[src/rtl/weight_frame_loader.sv]
// Frame parser that loads a length-prefixed, checksummed payload into the weight RAM.
// Optional inter-byte timeout enabled by defining WEIGHT_FRAME_LOADER_TIMEOUT_EN.
module weight_frame_loader #(
    parameter int         TOTAL_BYTES    = 715,
    parameter logic [7:0] SYNC_BYTE      = 8'hA5,
    parameter int         TIMEOUT_CYCLES = 1000000
) (
    input  logic       clk,
    input  logic       rst,
    input  logic       byte_valid,
    input  logic [7:0] byte_data,
    output logic       byte_ready,
    output logic       wr_en,
    output logic [9:0] wr_addr,
    output logic [7:0] wr_data,
    output logic       busy,
    output logic       done,
    output logic       err
);

    // byte_valid/byte_ready: a byte transfers on a rising clk edge where both are high;
    // byte_ready does not depend on byte_valid.

    typedef enum logic [2:0] {
        S_IDLE,
        S_LEN_HI,
        S_LEN_LO,
        S_PAYLOAD,
        S_CSUM,
        S_CHECK
    } state_t;

    localparam logic [15:0] MAX_LEN = 16'(TOTAL_BYTES);

    if (TOTAL_BYTES < 1 || TOTAL_BYTES > 1024) begin : g_bad_total
        $error("TOTAL_BYTES must be in 1..1024 to fit the 10-bit address");
    end
    if (TIMEOUT_CYCLES < 1) begin : g_bad_timeout
        $error("TIMEOUT_CYCLES must be positive");
    end

    state_t      state;
    state_t      state_nxt;
    logic        out_en;
    logic        accept;
    logic        is_sync;
    logic [7:0]  len_hi;
    logic [15:0] len;
    logic [15:0] len_in;
    logic        len_bad;
    logic [15:0] idx;
    logic        last_payload;
    logic [7:0]  sum;
    logic [7:0]  csum;
    logic        timeout;

    // out_en holds byte_ready low through reset and releases it on the first edge after.
    assign byte_ready   = out_en && (state != S_CHECK);
    assign busy         = (state != S_IDLE);
    assign accept       = byte_valid && byte_ready;
    assign is_sync      = (byte_data == SYNC_BYTE);
    assign len_in       = {len_hi, byte_data};
    assign len_bad      = (len_in == 16'd0) || (len_in > MAX_LEN);
    assign last_payload = (idx == len - 16'd1);

`ifdef WEIGHT_FRAME_LOADER_TIMEOUT_EN
    localparam int TW = $clog2(TIMEOUT_CYCLES + 1);
    logic [TW-1:0] to_cnt;

    always_ff @(posedge clk or posedge rst) begin
        if (rst) begin
            to_cnt <= '0;
        end else if (state == S_IDLE || accept) begin
            to_cnt <= '0;
        end else begin
            to_cnt <= to_cnt + TW'(1);
        end
    end

    // Fires on the TIMEOUT_CYCLES-th consecutive cycle without an accepted byte.
    assign timeout = (state != S_IDLE) && (state != S_CHECK) && !accept &&
                     (to_cnt == TW'(TIMEOUT_CYCLES - 1));
`else
    assign timeout = 1'b0;
`endif

    always_ff @(posedge clk or posedge rst) begin
        if (rst) begin
            state <= S_IDLE;
        end else begin
            state <= state_nxt;
        end
    end

    always_comb begin
        state_nxt = state;
        case (state)
            S_IDLE:    if (accept && is_sync) state_nxt = S_LEN_HI;
            S_LEN_HI:  if (accept) state_nxt = S_LEN_LO;
            S_LEN_LO:  if (accept) state_nxt = len_bad ? S_IDLE : S_PAYLOAD;
            S_PAYLOAD: if (accept && last_payload) state_nxt = S_CSUM;
            S_CSUM:    if (accept) state_nxt = S_CHECK;
            S_CHECK:   state_nxt = S_IDLE;
            default:   state_nxt = S_IDLE;
        endcase
        if (timeout) begin
            state_nxt = S_IDLE;
        end
    end

    always_ff @(posedge clk or posedge rst) begin
        if (rst) begin
            out_en  <= 1'b0;
            wr_en   <= 1'b0;
            wr_addr <= '0;
            wr_data <= '0;
            done    <= 1'b0;
            err     <= 1'b0;
            len_hi  <= '0;
            len     <= '0;
            idx     <= '0;
            sum     <= '0;
            csum    <= '0;
        end else begin
            out_en <= 1'b1;
            wr_en  <= 1'b0;
            case (state)
                S_IDLE: begin
                    if (accept && is_sync) begin
                        done <= 1'b0;
                        err  <= 1'b0;
                        sum  <= '0;
                        idx  <= '0;
                    end
                end
                S_LEN_HI: begin
                    if (accept) len_hi <= byte_data;
                end
                S_LEN_LO: begin
                    if (accept) begin
                        len <= len_in;
                        if (len_bad) err <= 1'b1;
                    end
                end
                S_PAYLOAD: begin
                    // Write is registered, so it lands on the cycle after the accept.
                    if (accept) begin
                        wr_en   <= 1'b1;
                        wr_addr <= idx[9:0];
                        wr_data <= byte_data;
                        sum     <= sum + byte_data;
                        idx     <= idx + 16'd1;
                    end
                end
                S_CSUM: begin
                    if (accept) csum <= byte_data;
                end
                S_CHECK: begin
                    if (csum == sum) begin
                        done <= 1'b1;
                    end else begin
                        err <= 1'b1;
                    end
                end
                default: ;
            endcase
            if (timeout) begin
                err <= 1'b1;
            end
        end
    end

endmodule

[config.mk]
export PLATFORM = sky130hd
export DESIGN_NAME = weight_frame_loader
export DESIGN_NICKNAME = d
export VERILOG_FILES = /design/src/rtl/weight_frame_loader.sv
export SDC_FILE = /design/constraint.sdc
export NUM_CORES = 1
export LEC_CHECK = 0
export CORE_AREA = 4 4 127 129
export DETAILED_ROUTE_END_ITERATION = 8
export DIE_AREA = 0 0 131 133
export HOLD_SLACK_MARGIN = 0.12
export SLEW_MARGIN = 20
export SYNTH_ARGS = -nofsm -noshare
export SYNTH_HDL_FRONTEND = slang
export SYNTH_SLANG_ARGS = --single-unit
export TNS_END_PERCENT = 50
[constraint.sdc]
create_clock -name clk -period 4.9 [get_ports clk]
set_input_delay 0.98 -clock clk [delete_from_list [all_inputs] [get_ports clk]]
set_output_delay 0.98 -clock clk [all_outputs]
set_load 0.01 [all_outputs]
* After elaboration in Yosys (flattened, before gate mapping) *
Index checks and enable logic that the tools add are counted.

word-level totals
  bits in registers = 81
  logic and storage cells = 75
  bits of input ports = 11

operators by class
  magnitude comparators = 1
  muxes and demuxes = 22
  equal/unequal tests = 18
  add/sub/neg operators = 3
  reductions and logical operators = 19

operators with widths
  operator                                                                number
  16-bit two-way mux                                                      2
  16-bit case mux with 2 select lines                                     1
  2-bit inequality test, second input constant                            9
  16-bit by 1-bit adder with 16-bit output, second input constant         1
  16-bit equality test                                                    1
  16-bit by 10-bit > comparator with 1-bit output, second input constant  1
  16-bit zero test                                                        1
  8-bit two-way mux                                                       2
  8-bit case mux with 2 select lines                                      1
  16-bit by 1-bit subtractor with 16-bit output, second input constant    1
  3-bit two-way mux                                                       5
  3-bit case mux with 5 select lines                                      1
  5-bit AND reduction                                                     2
  8-bit adder                                                             1
  8-bit equality test                                                     1
  8-bit equality test, second input constant                              1
  2-bit AND reduction                                                     4
  1-bit two-way mux                                                       7
  3-bit by 2-bit equality test with 1-bit output, second input constant   2
  3-bit equality test, second input constant                              2
  3-bit AND reduction                                                     2
  3-bit nonzero test                                                      2
  1-bit logical AND                                                       4
  2-bit nonzero test                                                      2
  other kinds (7)                                                         7

* Longest topological paths before layout *
  depth after elaboration = 6
  depth in mapped cells = 11
  depth with buffers taken out = 9

* Worst setup path after synthesis *
OpenSTA, ideal clock, no wires.

  path kind = input to register
  start point = in byte_data[1]
  end point = reg state[1]
  stages on the path = 7
  path slack = 2.119 ns
  arrival = 2.687 ns
  path through = or4_1 > or2_1 > a211oi_4 > nand4b_1 > a211oi_2 > nor2_1 > a211oi_1

on the way
  word-level cells in the longest chain between the ends = 5
  elaborated cells on any way between the ends = 10
  classes of those cells = order compare (1); eq/ne (2); mux (3); reduce/logical (4)

ends and longest elaborated chain
  element                                                                              line  source
  start: declaration                                                                   11    input logic [7:0] byte_data,
  16-bit by 10-bit > comparator with 1-bit output or 16-bit zero test (tied branches)  63    assign len_bad = (len_in == 16'd0) || (len_in > MAX_LEN);
  1-bit logical OR                                                                     63
  2-bit two-way mux                                                                    100   S_LEN_LO: if (accept) state_nxt = len_bad ? S_IDLE : S_PAYLOAD;
  3-bit two-way mux                                                                    100
  3-bit case mux with 5 select lines                                                   97    case (state)
  end signal: assignment                                                               91    state <= state_nxt;
  end: declaration                                                                     42    state_t state;

Several ways; a longest one is shown, not always the timed one. The select of a mux whose other input is x is not followed.
A chain may end at the register's enable or synchronous reset.

* Worst setup path in the final report *
  start point = in byte_data[1]
  end point = reg idx[13]

on the way
  word-level cells in the longest chain between the ends = 4

ends and longest elaborated chain
  element                                 line  source
  8-bit equality test                     61    assign is_sync = (byte_data == SYNC_BYTE);
  1-bit logical AND                       129   if (accept && is_sync) begin
  2-bit inequality test (no source line)  --
  3-bit AND reduction (no source line)    --
  end signal: assignment                  152   idx <= idx + 16'd1;
  end: declaration                        51    logic [15:0] idx;

No other way between the ends.

==> metrics.md <==
| Metric | Value |
|---|---|
| Synth top cells by count | `89 x nand2_1, 81 x dfrtp_1, 33 x mux2_2` |
| Detailed placer's ending HPWL | `7920 um` |
| Largest net degree at the start of global routing | `56` |
| LEAKAGE | `2.45 nW` |
| Worst-Margin Slew | `0.805 ns` |
| Initial core utilization | `29.6%` |
| Synth warn | `0` |
| R2R setup slack | `2.15 ns` |
| Crit path launch type | `input port` |
| Overall Global Routing Usage | `13.7%` |
| Post-synth top area cell | `dfrtp_1` |
| Vias in the first global route | `3696` |
| Synth Flop Type | `dfrtp_1` |
| Routability congestion estimate | `0.876` |
| Max Freq | `301 MHz` |
| Die area | `17400 um^2` |
| Setup violators final | `0` |
| Longest Clk Path Bufs | `2` |
| Fin crit period | `3.32 ns` |
| # fillers | `1520` |
| First-pass GRT wire length | `18900 um` |
| R2R Path End | `state[1]` |
| HP Start | `wr_addr[6]` |
| Crit path max fanout | `7` |
| Synth Area per Inst | `9.64 um^2` |
| Sequential area share after synthesis | `45.6%` |
| Antenna violations before repair | `0` |
| Routed WL | `11000 um` |
| Final hold violations | `0` |
| Simple logic cell fraction of the synthesized area | `22.0%` |
| P per Cell Area | `263 nW/um^2` |
| Ant. Diodes | `0` |
| Area Overhead vs Synth | `18.3%` |
| Number of library cell types mapped by synthesis | `63` |
| EDFF count, synth | `0` |
| Unrepaired setup endpoints after global routing | `false` |
| Die height | `133 um` |
| Routed vias | `3435` |
| Drt drc | `0` |
| Die width | `131 um` |
| Worst Path Required | `5.11 ns` |
| XOR/XNOR share of the synthesized area | `8.67%` |
| First-pass iteration count of the detailed router | `4` |
| FF-to-FF Start | `len[0]` |
| Slew headroom | `46.2%` |
| Setup Buffers After CTS | `0` |
| Rows | `45` |
| Post-synthesis cell count | `461` |
| Synth Area in Compound Gates | `9.82%` |
| Most frequent cell after synthesis | `nand2_1` |
| Async SR Flop Fraction | `100%` |
| CTS tree | `yes` |
| Hold WC Path Type | `reg2reg` |
| Mux cell area share after synthesis | `8.36%` |
| Via density | `5.04` |
| Root Buffer | `clkbuf_16` |
| Adder-Cell Fraction of Synth Area | `2.98%` |
| Pins Over Slew Limit | `0` |
| Finished Core Util | `35.0%` |
| #FFs+latches synth | `81` |
| Grt ovf | `0` |
| Port bufs | `33` |
| Reg2reg path depth | `9` |
| Critical path endpoint | `idx[13]` |
| Crit. End Element | `register` |
| Max VDD drop | `0.197 mV` |
| Crit path DAT | `3.53 ns` |
| Clk Latency, worst-skew pair | `0.34 ns` |
| Initial DRC count | `188` |
| Total Neg Setup Slack | `0 ns` |
| Dominant cells by area after synthesis | `dfrtp_1 46%, mux2_2 8.4%, nand2_1 7.5%` |
| Share of layout cells above drive strength 1 | `13.0%` |
| Hold_buf cts | `0` |
| Max cap viols | `0` |
| Wire length per cell | `16.1 um` |
| CTS Sinks | `81` |
| Skew final | `0.00706 ns` |
| Share of the synthesized area in the top cell type | `45.6%` |
| CP Class | `in2reg` |
| Fin Hold WS | `0.470 ns` |
| Clock transition at path regs | `0.06 ns` |
| Crit share post-route | `67.8%` |
| Main combinational cell family by area after synthesis | `simple AND/OR/NAND/NOR gates` |
| CORE AREA | `15000 um^2` |
| H-tree Lvls | `3` |
| CTS buffer count | `9` |
| Post-CTS sizing | `0` |
| Crit path from | `byte_data[1]` |
| # nets final | `511` |
| Mapped cell area | `4450 um^2` |
| Residual antenna-violating net count after detailed routing | `0` |
| Status | `completed` |
| Syn_nets | `482` |
| I/O Pins | `34` |
==> worst min path at each step <==
stage / end / slack, ns / cells after the start
after floorplan: csum[3] / 0.50 / 1
after global placement: wr_data[5] / 0.47 / 2
after detailed placement: wr_data[4] / 0.46 / 2
after CTS: wr_addr[6] / 0.48 / 2
after global routing: wr_addr[4] / 0.50 / 2
final: wr_addr[6] / 0.47 / 2
==> per-stage QoR <==
stage	total power, mW	setup slack [ns]	instance area, um^2	std cells
floorplan	0.713	1.84	4450	461
global placement	0.738	1.30	4970	667
detailed placement	0.740	1.21	4970	667
CTS	1.40	1.58	5260	682
global route	1.44	1.36	5260	682
finish	1.38	1.58	5260	682
==> state kept, by name, summed over array words and instances, names as in the netlist <==
register and count:
csum 8, done 1, err 1, idx 16, len 16, len_hi 8, out_en 1, state 3
sum 8, wr_addr 10, wr_data 8, wr_en 1
==> layout by cell type, fill, tap and decap left out, drive strengths merged, types with 3 or more instances in the layout <==
cell type | netlist | layout
clkinv | 1 | 5
or4 | 3 | 3
nor2 | 31 | 31
or3 | 4 | 4
nand3 | 14 | 14
xnor2 | 23 | 23
o22ai | 6 | 6
clkbuf | 16 | 10
a21oi | 15 | 15
nand2 | 89 | 89
clkdlybuf4s50 | 0 | 33
nor3 | 9 | 9
o21ai | 14 | 14
mux2 | 33 | 33
ha | 9 | 9
inv | 10 | 10
nor4 | 9 | 9
nor2b | 3 | 3
a211oi | 4 | 4
buf | 2 | 3
xor2 | 21 | 21
dfrtp | 81 | 81
a21o | 3 | 3
and2 | 6 | 6
o31ai | 5 | 5
and3 | 9 | 9
nand4 | 6 | 6
==> cell type report <==
type	instances	area (um^2)	area share [%]
Clock inverter	5	57.6	1.09
Sequential cell	81	2030	38.5
Inverter	11	43.8	0.833
Tap cell	188	235	4.47
Multi-Input combinational cell	351	2310	44.0
Timing Repair Buffer	36	353	6.71
Clock buffer	10	229	4.35
==> cells by family after synthesis <==
group / after synthesis
compound gates: 63
xor+xnor: 44
other cells: 1
buf+inv: 29
mux: 33
fa+ha+maj: 10
simple gates: 200
flops: 81
==> worst max-delay path: stages <==
cell	delay [ns]
clkdlybuf4s50_1	0.54
or4_1	0.63
o31ai_1	0.45
and4_1	0.34
and4_1	0.28
nand3_1	0.11
xor2_1	0.14
nor2_1	0.06
==> where the power goes <==
| part | total [mW] | switching, mW | internal, mW |
|---|---|---|---|
| registers | 0.675 | 0.00287 | 0.672 |
| logic | 0.0511 | 0.0332 | 0.0180 |
| clock network | 0.656 | 0.264 | 0.392 |
| total | 1.38 | 0.300 | 1.08 |
==> routing by layer <==
layer	vias up	track usage, %	routed length [um]
met4	0	3.94	202
met5	-	0	0
met1	1685	17.5	4880
met3	16	3.92	417
li1	1666	-	-
met2	68	22.6	5450
Power figures use the tool's default switching activity.
